### config.mk
export PLATFORM = sky130hd
export DESIGN_NAME = reg_file_arbiter_flat
export DESIGN_NICKNAME = d
export VERILOG_FILES = /design/src/rtl/reg_file_arbiter_if.sv /design/src/rtl/reg_file_arbiter.sv /design/src/flat_wrapper.sv
export SDC_FILE = /design/constraint.sdc
export NUM_CORES = 1
export LEC_CHECK = 0
export CORE_MARGIN = 2
export CORE_UTILIZATION = 30
export CTS_BUF_LIST = sky130_fd_sc_hd__clkbuf_4 sky130_fd_sc_hd__clkbuf_8
export DETAILED_ROUTE_END_ITERATION = 16
export PLACE_DENSITY = 0.74
export SLEW_MARGIN = 40
export SYNTH_ARGS = -nofsm -noshare
export SYNTH_HDL_FRONTEND = slang
export SYNTH_SLANG_ARGS = --single-unit
export TNS_END_PERCENT = 50
### constraint.sdc
create_clock -name CLK -period 1.2 [get_ports CLK]
set_input_delay 0.18 -clock CLK [delete_from_list [all_inputs] [get_ports CLK]]
set_output_delay 0.18 -clock CLK [all_outputs]
set_load 0.005 [all_outputs]
### src/rtl/reg_file_arbiter_if.sv
// Requester-side and register-file-side signals of the two-port register file arbiter.
// The arbiter uses the slave view; the environment (requesters plus file) uses the master view.
interface reg_file_arbiter_if #(
    parameter int reg_WIDTH  = 16,
    parameter int ADDR_WIDTH = 3
);
    logic                  Req0;
    logic                  Req1;
    logic                  Wr0;
    logic                  Wr1;
    logic [ADDR_WIDTH-1:0] Addr0;
    logic [ADDR_WIDTH-1:0] Addr1;
    logic [reg_WIDTH-1:0]  WrData0;
    logic [reg_WIDTH-1:0]  WrData1;
    logic                  Gnt0;
    logic                  Gnt1;
    logic [reg_WIDTH-1:0]  RdData0;
    logic [reg_WIDTH-1:0]  RdData1;
    logic                  RdValid0;
    logic                  RdValid1;
    logic                  Busy;
    logic                  WrEn;
    logic                  RdEn;
    logic [ADDR_WIDTH-1:0] Address;
    logic [reg_WIDTH-1:0]  WrData;
    logic [reg_WIDTH-1:0]  RfRdData;

    modport slave (
        input  Req0, Req1, Wr0, Wr1, Addr0, Addr1, WrData0, WrData1, RfRdData,
        output Gnt0, Gnt1, RdData0, RdData1, RdValid0, RdValid1, Busy,
               WrEn, RdEn, Address, WrData
    );

    modport master (
        output Req0, Req1, Wr0, Wr1, Addr0, Addr1, WrData0, WrData1, RfRdData,
        input  Gnt0, Gnt1, RdData0, RdData1, RdValid0, RdValid1, Busy,
               WrEn, RdEn, Address, WrData
    );
endinterface

### src/rtl/reg_file_arbiter.sv
// Round-robin arbiter/sequencer sharing one register file port between two requesters.
// IDLE samples requests, ACCESS drives one command cycle, RESP returns registered read data.
module reg_file_arbiter #(
    parameter int reg_WIDTH  = 16,
    parameter int ADDR_WIDTH = 3
) (
    input  logic                CLK,
    input  logic                RST,
    reg_file_arbiter_if.slave   bus
);
    typedef enum logic [1:0] {
        IDLE   = 2'd0,
        ACCESS = 2'd1,
        RESP   = 2'd2
    } state_t;

    state_t                state_q;
    logic                  last_q;
    logic                  who_q;
    logic                  rd_op_q;
    logic                  gnt0_q;
    logic                  gnt1_q;
    logic [reg_WIDTH-1:0]  rd_data0_q;
    logic [reg_WIDTH-1:0]  rd_data1_q;
    logic                  rd_valid0_q;
    logic                  rd_valid1_q;
    logic                  busy_q;
    logic                  wr_en_q;
    logic                  rd_en_q;
    logic [ADDR_WIDTH-1:0] address_q;
    logic [reg_WIDTH-1:0]  wr_data_q;

    logic                  any_req_d;
    logic                  winner_d;
    logic                  win_wr_d;
    logic [ADDR_WIDTH-1:0] win_addr_d;
    logic [reg_WIDTH-1:0]  win_data_d;

    // Winner selection: on contention the requester not granted last goes first.
    always_comb begin
        any_req_d = bus.Req0 | bus.Req1;
        if (bus.Req0 && bus.Req1) begin
            winner_d = ~last_q;
        end else if (bus.Req0) begin
            winner_d = 1'b0;
        end else begin
            winner_d = 1'b1;
        end
        if (winner_d) begin
            win_wr_d   = bus.Wr1;
            win_addr_d = bus.Addr1;
            win_data_d = bus.WrData1;
        end else begin
            win_wr_d   = bus.Wr0;
            win_addr_d = bus.Addr0;
            win_data_d = bus.WrData0;
        end
    end

    // Access sequencer with all outputs registered; pulses default low every cycle.
    always_ff @(posedge CLK) begin
        if (RST) begin
            state_q     <= IDLE;
            last_q      <= 1'b1;
            who_q       <= 1'b0;
            rd_op_q     <= 1'b0;
            gnt0_q      <= 1'b0;
            gnt1_q      <= 1'b0;
            rd_data0_q  <= '0;
            rd_data1_q  <= '0;
            rd_valid0_q <= 1'b0;
            rd_valid1_q <= 1'b0;
            busy_q      <= 1'b0;
            wr_en_q     <= 1'b0;
            rd_en_q     <= 1'b0;
            address_q   <= '0;
            wr_data_q   <= '0;
        end else begin
            gnt0_q      <= 1'b0;
            gnt1_q      <= 1'b0;
            rd_valid0_q <= 1'b0;
            rd_valid1_q <= 1'b0;
            case (state_q)
                IDLE: begin
                    if (any_req_d) begin
                        state_q   <= ACCESS;
                        busy_q    <= 1'b1;
                        gnt0_q    <= ~winner_d;
                        gnt1_q    <= winner_d;
                        address_q <= win_addr_d;
                        wr_data_q <= win_data_d;
                        wr_en_q   <= win_wr_d;
                        rd_en_q   <= ~win_wr_d;
                        who_q     <= winner_d;
                        rd_op_q   <= ~win_wr_d;
                        last_q    <= winner_d;
                    end else begin
                        busy_q <= 1'b0;
                    end
                end
                ACCESS: begin
                    wr_en_q <= 1'b0;
                    rd_en_q <= 1'b0;
                    if (rd_op_q) begin
                        state_q <= RESP;
                    end else begin
                        state_q <= IDLE;
                        busy_q  <= 1'b0;
                    end
                end
                RESP: begin
                    state_q <= IDLE;
                    busy_q  <= 1'b0;
                    // The file registered its read at the end of ACCESS, so RfRdData is valid now.
                    if (who_q) begin
                        rd_data1_q  <= bus.RfRdData;
                        rd_valid1_q <= 1'b1;
                    end else begin
                        rd_data0_q  <= bus.RfRdData;
                        rd_valid0_q <= 1'b1;
                    end
                end
                default: begin
                    state_q <= IDLE;
                    busy_q  <= 1'b0;
                    wr_en_q <= 1'b0;
                    rd_en_q <= 1'b0;
                end
            endcase
        end
    end

    assign bus.Gnt0     = gnt0_q;
    assign bus.Gnt1     = gnt1_q;
    assign bus.RdData0  = rd_data0_q;
    assign bus.RdData1  = rd_data1_q;
    assign bus.RdValid0 = rd_valid0_q;
    assign bus.RdValid1 = rd_valid1_q;
    assign bus.Busy     = busy_q;
    assign bus.WrEn     = wr_en_q;
    assign bus.RdEn     = rd_en_q;
    assign bus.Address  = address_q;
    assign bus.WrData   = wr_data_q;
endmodule

### src/flat_wrapper.sv
// flat-port wrapper written by rule: the top's interface ports become plain ports
module reg_file_arbiter_flat 
#(
    parameter int reg_WIDTH  = 16,
    parameter int ADDR_WIDTH = 3
)
  (CLK, RST, bus_Req0, bus_Req1, bus_Wr0, bus_Wr1, bus_Addr0, bus_Addr1, bus_WrData0, bus_WrData1, bus_RfRdData, bus_Gnt0, bus_Gnt1, bus_RdData0, bus_RdData1, bus_RdValid0, bus_RdValid1, bus_Busy, bus_WrEn, bus_RdEn, bus_Address, bus_WrData);
  reg_file_arbiter_if #(.reg_WIDTH(reg_WIDTH), .ADDR_WIDTH(ADDR_WIDTH)) bus_i ();
  input  logic CLK;
  input  logic RST;
  input wire logic [$bits(bus_i.Req0)-1:0] bus_Req0;
  input wire logic [$bits(bus_i.Req1)-1:0] bus_Req1;
  input wire logic [$bits(bus_i.Wr0)-1:0] bus_Wr0;
  input wire logic [$bits(bus_i.Wr1)-1:0] bus_Wr1;
  input wire logic [$bits(bus_i.Addr0)-1:0] bus_Addr0;
  input wire logic [$bits(bus_i.Addr1)-1:0] bus_Addr1;
  input wire logic [$bits(bus_i.WrData0)-1:0] bus_WrData0;
  input wire logic [$bits(bus_i.WrData1)-1:0] bus_WrData1;
  input wire logic [$bits(bus_i.RfRdData)-1:0] bus_RfRdData;
  output wire logic [$bits(bus_i.Gnt0)-1:0] bus_Gnt0;
  output wire logic [$bits(bus_i.Gnt1)-1:0] bus_Gnt1;
  output wire logic [$bits(bus_i.RdData0)-1:0] bus_RdData0;
  output wire logic [$bits(bus_i.RdData1)-1:0] bus_RdData1;
  output wire logic [$bits(bus_i.RdValid0)-1:0] bus_RdValid0;
  output wire logic [$bits(bus_i.RdValid1)-1:0] bus_RdValid1;
  output wire logic [$bits(bus_i.Busy)-1:0] bus_Busy;
  output wire logic [$bits(bus_i.WrEn)-1:0] bus_WrEn;
  output wire logic [$bits(bus_i.RdEn)-1:0] bus_RdEn;
  output wire logic [$bits(bus_i.Address)-1:0] bus_Address;
  output wire logic [$bits(bus_i.WrData)-1:0] bus_WrData;
  assign bus_i.Req0 = bus_Req0;
  assign bus_i.Req1 = bus_Req1;
  assign bus_i.Wr0 = bus_Wr0;
  assign bus_i.Wr1 = bus_Wr1;
  assign bus_i.Addr0 = bus_Addr0;
  assign bus_i.Addr1 = bus_Addr1;
  assign bus_i.WrData0 = bus_WrData0;
  assign bus_i.WrData1 = bus_WrData1;
  assign bus_i.RfRdData = bus_RfRdData;
  assign bus_Gnt0 = bus_i.Gnt0;
  assign bus_Gnt1 = bus_i.Gnt1;
  assign bus_RdData0 = bus_i.RdData0;
  assign bus_RdData1 = bus_i.RdData1;
  assign bus_RdValid0 = bus_i.RdValid0;
  assign bus_RdValid1 = bus_i.RdValid1;
  assign bus_Busy = bus_i.Busy;
  assign bus_WrEn = bus_i.WrEn;
  assign bus_RdEn = bus_i.RdEn;
  assign bus_Address = bus_i.Address;
  assign bus_WrData = bus_i.WrData;
  reg_file_arbiter #(.reg_WIDTH(reg_WIDTH), .ADDR_WIDTH(ADDR_WIDTH)) u_core (.CLK(CLK), .RST(RST), .bus(bus_i));
endmodule
# Yosys cells after proc, flatten, opt, wreduce, memory -nomap -nowiden
# Cells that the tools add are included.
[word_totals] mem_bits_rw=0 romBits=0 n_memories=0 latchBits=0 wordCells=52 regBits=63 inputBits=60 output_inout_bits=58
[op_classes] multipliers=0 n_eq_ne=4 muxes=17 n_shift=0 reduce_logical=8 add_sub_neg=0 n_bitwise=8 magnitude_cmp=0 div=0
[ops] cell="16-bit two-way mux" count=1
[ops] cell="1-bit two-way mux" count=9
[ops] cell="2-bit AND reduction" count=4
[ops] cell="1-bit inverter" count=7
[ops] cell="1-bit case mux with 2 select lines" count=3
[ops] cell="2-bit two-way mux" count=2
[ops] cell="2-bit case mux with 2 select lines" count=1
[ops] cell="3-bit two-way mux" count=1
[ops] cell="3-bit OR reduction" count=1
[ops] cell="2-bit by 1-bit equality test with 1-bit output (second input constant)" count=1
[ops] cell="2-bit equality test (second input constant)" count=1
[ops] cell="2-bit zero test" count=1
[ops] cell="2-bit by 1-bit != test with 1-bit output (second input constant)" count=1
[ops] cell="2-bit != test (second input constant)" count=1
[ops] cell="2-bit OR reduction" count=1
[ops] cell="1-bit logical AND" count=1
[ops] cell="1-bit OR" count=1

# Logic depth before layout (Yosys ltp)
[depth] depth_word=6 depth_mapped=5 depth_no_buf=4

# Worst setup path after synthesis
# Ideal clock, no wire load.
[synth_timing] kind="register -> register" startpoint="register u_core.state_q[0]" endpoint="register u_core.rd_data0_q[10], in the netlist u_core.bus.RdData0[10]" stages_incl_launch_ff=6 arrival_ns=1.122 synth_period_minus_slack_ns=1.254 required_time_ns=1.068 setup_slack_ns=-0.054 path_cell_list="dfxtp_1 > or3b_1 > buf_6 > buf_8 > nand2_1 > a21oi_1"
[synth_between] elab_chain_len=2
[synth_rtl] item="start: declaration" line="reg_file_arbiter.sv:17" source="state_t state_q;"
[synth_rtl] item="start signal: assignment" line="reg_file_arbiter.sv:63" source="state_q <= IDLE;"
[synth_rtl] item="start signal: assignment" line="reg_file_arbiter.sv:86" source="state_q <= ACCESS;"
[synth_rtl] item="start signal: assignment" line="reg_file_arbiter.sv:105" source="state_q <= RESP;"
[synth_rtl] item="2-bit equality test" line="reg_file_arbiter.sv:83" source="case (state_q)"
[synth_rtl] item="2-bit AND reduction (no source line)"
[synth_rtl] item="end signal: assignment" line="reg_file_arbiter.sv:119" source="rd_data0_q <= bus.RfRdData;"
[synth_rtl] item="end: declaration" line="reg_file_arbiter.sv:23" source="logic [reg_WIDTH-1:0] rd_data0_q;"
# Every way passes these cells.
# A chain may end at the register's enable or synchronous reset.

# Worst setup path after layout
[layout_timing] startpoint="input port bus_Req1" endpoint="register u_core.wr_data_q[3], in the netlist u_core.bus.WrData[3]"
[layout_between] elab_chain_len=3 elab_cells_between_ends=5
[layout_rtl] item="start: declaration" line="flat_wrapper.sv:12" source="input wire logic [$bits(bus_i.Req1)-1:0] bus_Req1;"
[layout_rtl] item="1-bit logical AND" line="reg_file_arbiter.sv:42" source="if (bus.Req0 && bus.Req1) begin"
[layout_rtl] item="1-bit two-way mux" line="reg_file_arbiter.sv:42"
[layout_rtl] item="16-bit two-way mux" line="reg_file_arbiter.sv:49" source="if (winner_d) begin"
[layout_rtl] item="end signal: assignment" line="reg_file_arbiter.sv:91" source="wr_data_q <= win_data_d;"
[layout_rtl] item="end: declaration" line="reg_file_arbiter.sv:31" source="logic [reg_WIDTH-1:0] wr_data_q;"
# Parallel ways exist; a longest one is shown, timed or not.

==> flow_summary.json <==
{
  "seq_power_share_pct": 46.5,
  "power_mw": 4.83,
  "comb_power_share_pct": 15.8,
  "peakVddDrop_mv": 0.599,
  "timing.rr.start": "u_core.state_q[1]",
  "worstSetupEndpoint": "u_core.bus.WrData[3]",
  "place_ws_ns": -0.430,
  "crit_path_max_incr_delay_ns": 0.50,
  "die_x_um": 93.4,
  "path_max_fanout": 10,
  "start_util_pct": 31.0,
  "syn_avg_cell_area_um2": 8.30,
  "reg2regPathDepth": 5,
  "root_buffer": "clkbuf_8",
  "wirelength_um": 6970,
  "std_cell_rows": 32,
  "dr.pass1.iters": 4,
  "finish.utilization_pct": 51.6,
  "synthCells": 289,
  "timing.fmax_mhz": 794,
  "rsz0062_at_grt": "yes",
  "clkSlewWorstSetupHoldPaths_ns": 0.08,
  "crit_family": "buffers and inverters",
  "slowest_stage": "clkdlybuf4s50_1",
  "htree_levels": 3,
  "drive_gt1_share_pct": 15.5,
  "worstMarginPinSlew_ns": 0.374,
  "final_common_cell": "nand2_1",
  "p_leak_nw": 1.77,
  "switching_share_pct": 25.5,
  "internal_power_mw": 3.59,
  "clock_power_share_pct": 37.7,
  "syn_nets": 349,
  "fin_crit_sh_pct": 105,
  "r2r-end": "u_core.bus.WrData[3]",
  "fin_nets": 475,
  "synth-seq-cells": 63,
  "critical_path_depth": 6,
  "hold_buffers": 0,
  "worstSkewPairLatency_ns": 0.34,
  "drt_iter0_drc": 92,
  "cts_sinks": 63,
  "hpwlAfterDp_um": 4860,
  "synth_area_mm2": 0.00240,
  "tritoncts": "built",
  "place_area_mm2": 0.00373,
  "cts_buffers": 9,
  "syn2layout_area_growth_pct": 66.3,
  "hp-class": "in -> reg",
  "power.density_mw_per_mm2": 1210,
  "ioPinCount": 118,
  "first_global_vias": 2285,
  "grt_max_degree": 39,
  "yosysSeqAreaShare_pct": 52.6,
  "path_buf_inv": 3,
  "grt-ovfl-total": 0,
  "die_area_mm2": 0.00872,
  "setup_viol": 15,
  "hold_viol": 0,
  "grt_util_all_layers_pct": 15.1,
  "clockBufferDepth": 2,
  "gp_congestion": 0.748,
  "viasPerCell": 4.68,
  "final_cell_mix": "103 x nand2_1, 58 x dlygate4sd2_1, 57 x clkdlybuf4s50_1",
  "arrival_ns": 1.50,
  "ys.flop_type": "dfxtp_1",
  "die_h_um": 93.4,
  "status": "complete, but fails checks",
  "portBuffers": 117,
  "finalClockSkew_ns": 0.00887,
  "grt_pass1_wl_um": 10200,
  "yosys_warnings": 0,
  "synth_edf_count": 0,
  "endpoint_kind": "flop",
  "yosysUniqueCellTypes": 30,
  "route.vias.total": 2442,
  "period_minus_slack_ns": 1.26,
  "drc": 0,
  "antenna_left": 0,
  "ff2ff_setup_slack_ns": -0.05,
  "final_area_mm2": 0.00399,
  "antenna_found_initial": 0,
  "startpoint": "bus_Req1",
  "start_kind": "primary input",
  "fin_ws_ns": -0.0600,
  "synth-async-reset-ratio_pct": 0,
  "required_ns": 1.44,
  "wl_per_cell_um": 13.4,
  "coreArea_mm2": 0.00773,
  "p_switching_mw": 1.23,
  "diodes": 0,
  "critPathKind": "in -> reg",
  "violations": "negative setup slack",
  "holdWs_ns": 0.198,
  "cap_violations": 0,
  "maxSlewViolCount": 0,
  "crit_chain": "clkdlybuf4s50_1 > o21bai_4 > nor2_4 > buf_4 > clkbuf_16 > a311oi_1",
  "relSlewSlack_pct": 75.0
}
power by group through the flow:
| stage | Clock (mW) | Combinational, mW | Sequential, mW |
|---|---|---|---|
| 6_report | 1.82 | 0.763 | 2.25 |
| 5_1_grt | 1.98 | 0.823 | 2.26 |
| 4_1_cts | 1.88 | 0.701 | 2.24 |
| 3_5_place_dp | 0 | 0.757 | 2.29 |
| 3_3_place_gp | 0 | 0.741 | 2.29 |
| 2_1_floorplan | 0 | 0.271 | 2.30 |
final cells by class:
type	instances	area, um^2
fillers	740	3740
flip-flops and latches	63	1280
inverters	2	7.51
clock buffers	9	124
clock inverters	7	73.8
well taps	102	128
multi-input cells	204	1060
repair buffers	135	1320
per-layer routing:
metal  global-route usage [%]  wire length [um]  vias up
met5                        0                 0        -
met4                     7.72                98        0
met3                     4.43               436        7
met2                     25.5              3360       80
met1                     17.4              3080     1137
li1                         -                 -     1218
logic make-up (layout without fill, tap and decap cells):
family,count (synthesis),count (layout),synth area share [%]
AND/OR/NAND/NOR,146,146,25.4
flip-flops,63,63,52.6
AO/OA/AOI/OAI,57,57,15.8
buffers and inverters,22,153,5.74
multiplexers,1,1,0.470
cells in the mapped netlist, types with 2 or more instances:
library cell | count | area share [%]
nand2_2 | 2 | 0.52
a21oi_1 | 32 | 6.7
nor3_1 | 2 | 0.42
buf_2 | 7 | 1.5
a311oi_1 | 19 | 6.9
inv_1 | 2 | 0.31
nor2_1 | 26 | 4.1
nand2b_1 | 4 | 1.0
clkbuf_1 | 6 | 0.94
buf_6 | 4 | 1.9
dfxtp_1 | 63 | 53
nand2_1 | 104 | 16
state kept, by name, summed over array words and instances (netlist names):
register / count
u_core.bus.RdValid0: 1
u_core.bus.WrData: 16
u_core.bus.Address: 3
u_core.bus.WrEn: 1
u_core.bus.RdData0: 16
u_core.bus.Gnt1: 1
u_core.bus.RdValid1: 1
u_core.who_q: 1
u_core.state_q: 2
u_core.bus.Busy: 1
u_core.rd_op_q: 1
u_core.last_q: 1
u_core.bus.RdEn: 1
u_core.bus.RdData1: 16
u_core.bus.Gnt0: 1
per-stage QoR:
step           setup TNS [ns]  cells
6_report               -0.223    522
5_1_grt                 -1.94    522
4_1_cts                -0.260    519
3_5_place_dp            -9.38    503
3_3_place_gp            -8.26    503
2_1_floorplan               0    289
timing repair:
action,4_1_cts,5_1_grt
gates resized for setup,69,16
setup endpoints to repair,91,56
cloned,0,2
setup buffers,0,1
pin swaps,19,2
tightest hold or removal path, cell delays in order:
cell and delay, ns:
buf_2 0.12, nor2_1 0.07, a21boi_0 0.12
worst min-delay path by stage:
stage,start,endpoint,cells past startpoint
after floorplan,bus_RfRdData[7],u_core.bus.RdData0[7],2
after global placement,u_core.bus.Busy,u_core.bus.Busy,2
after detailed placement,u_core.bus.Busy,u_core.bus.Busy,2
after CTS,RST,u_core.bus.RdEn,3
after global routing,RST,u_core.bus.RdEn,3
final,RST,u_core.bus.RdEn,3
(Power assumes the default switching activity.)
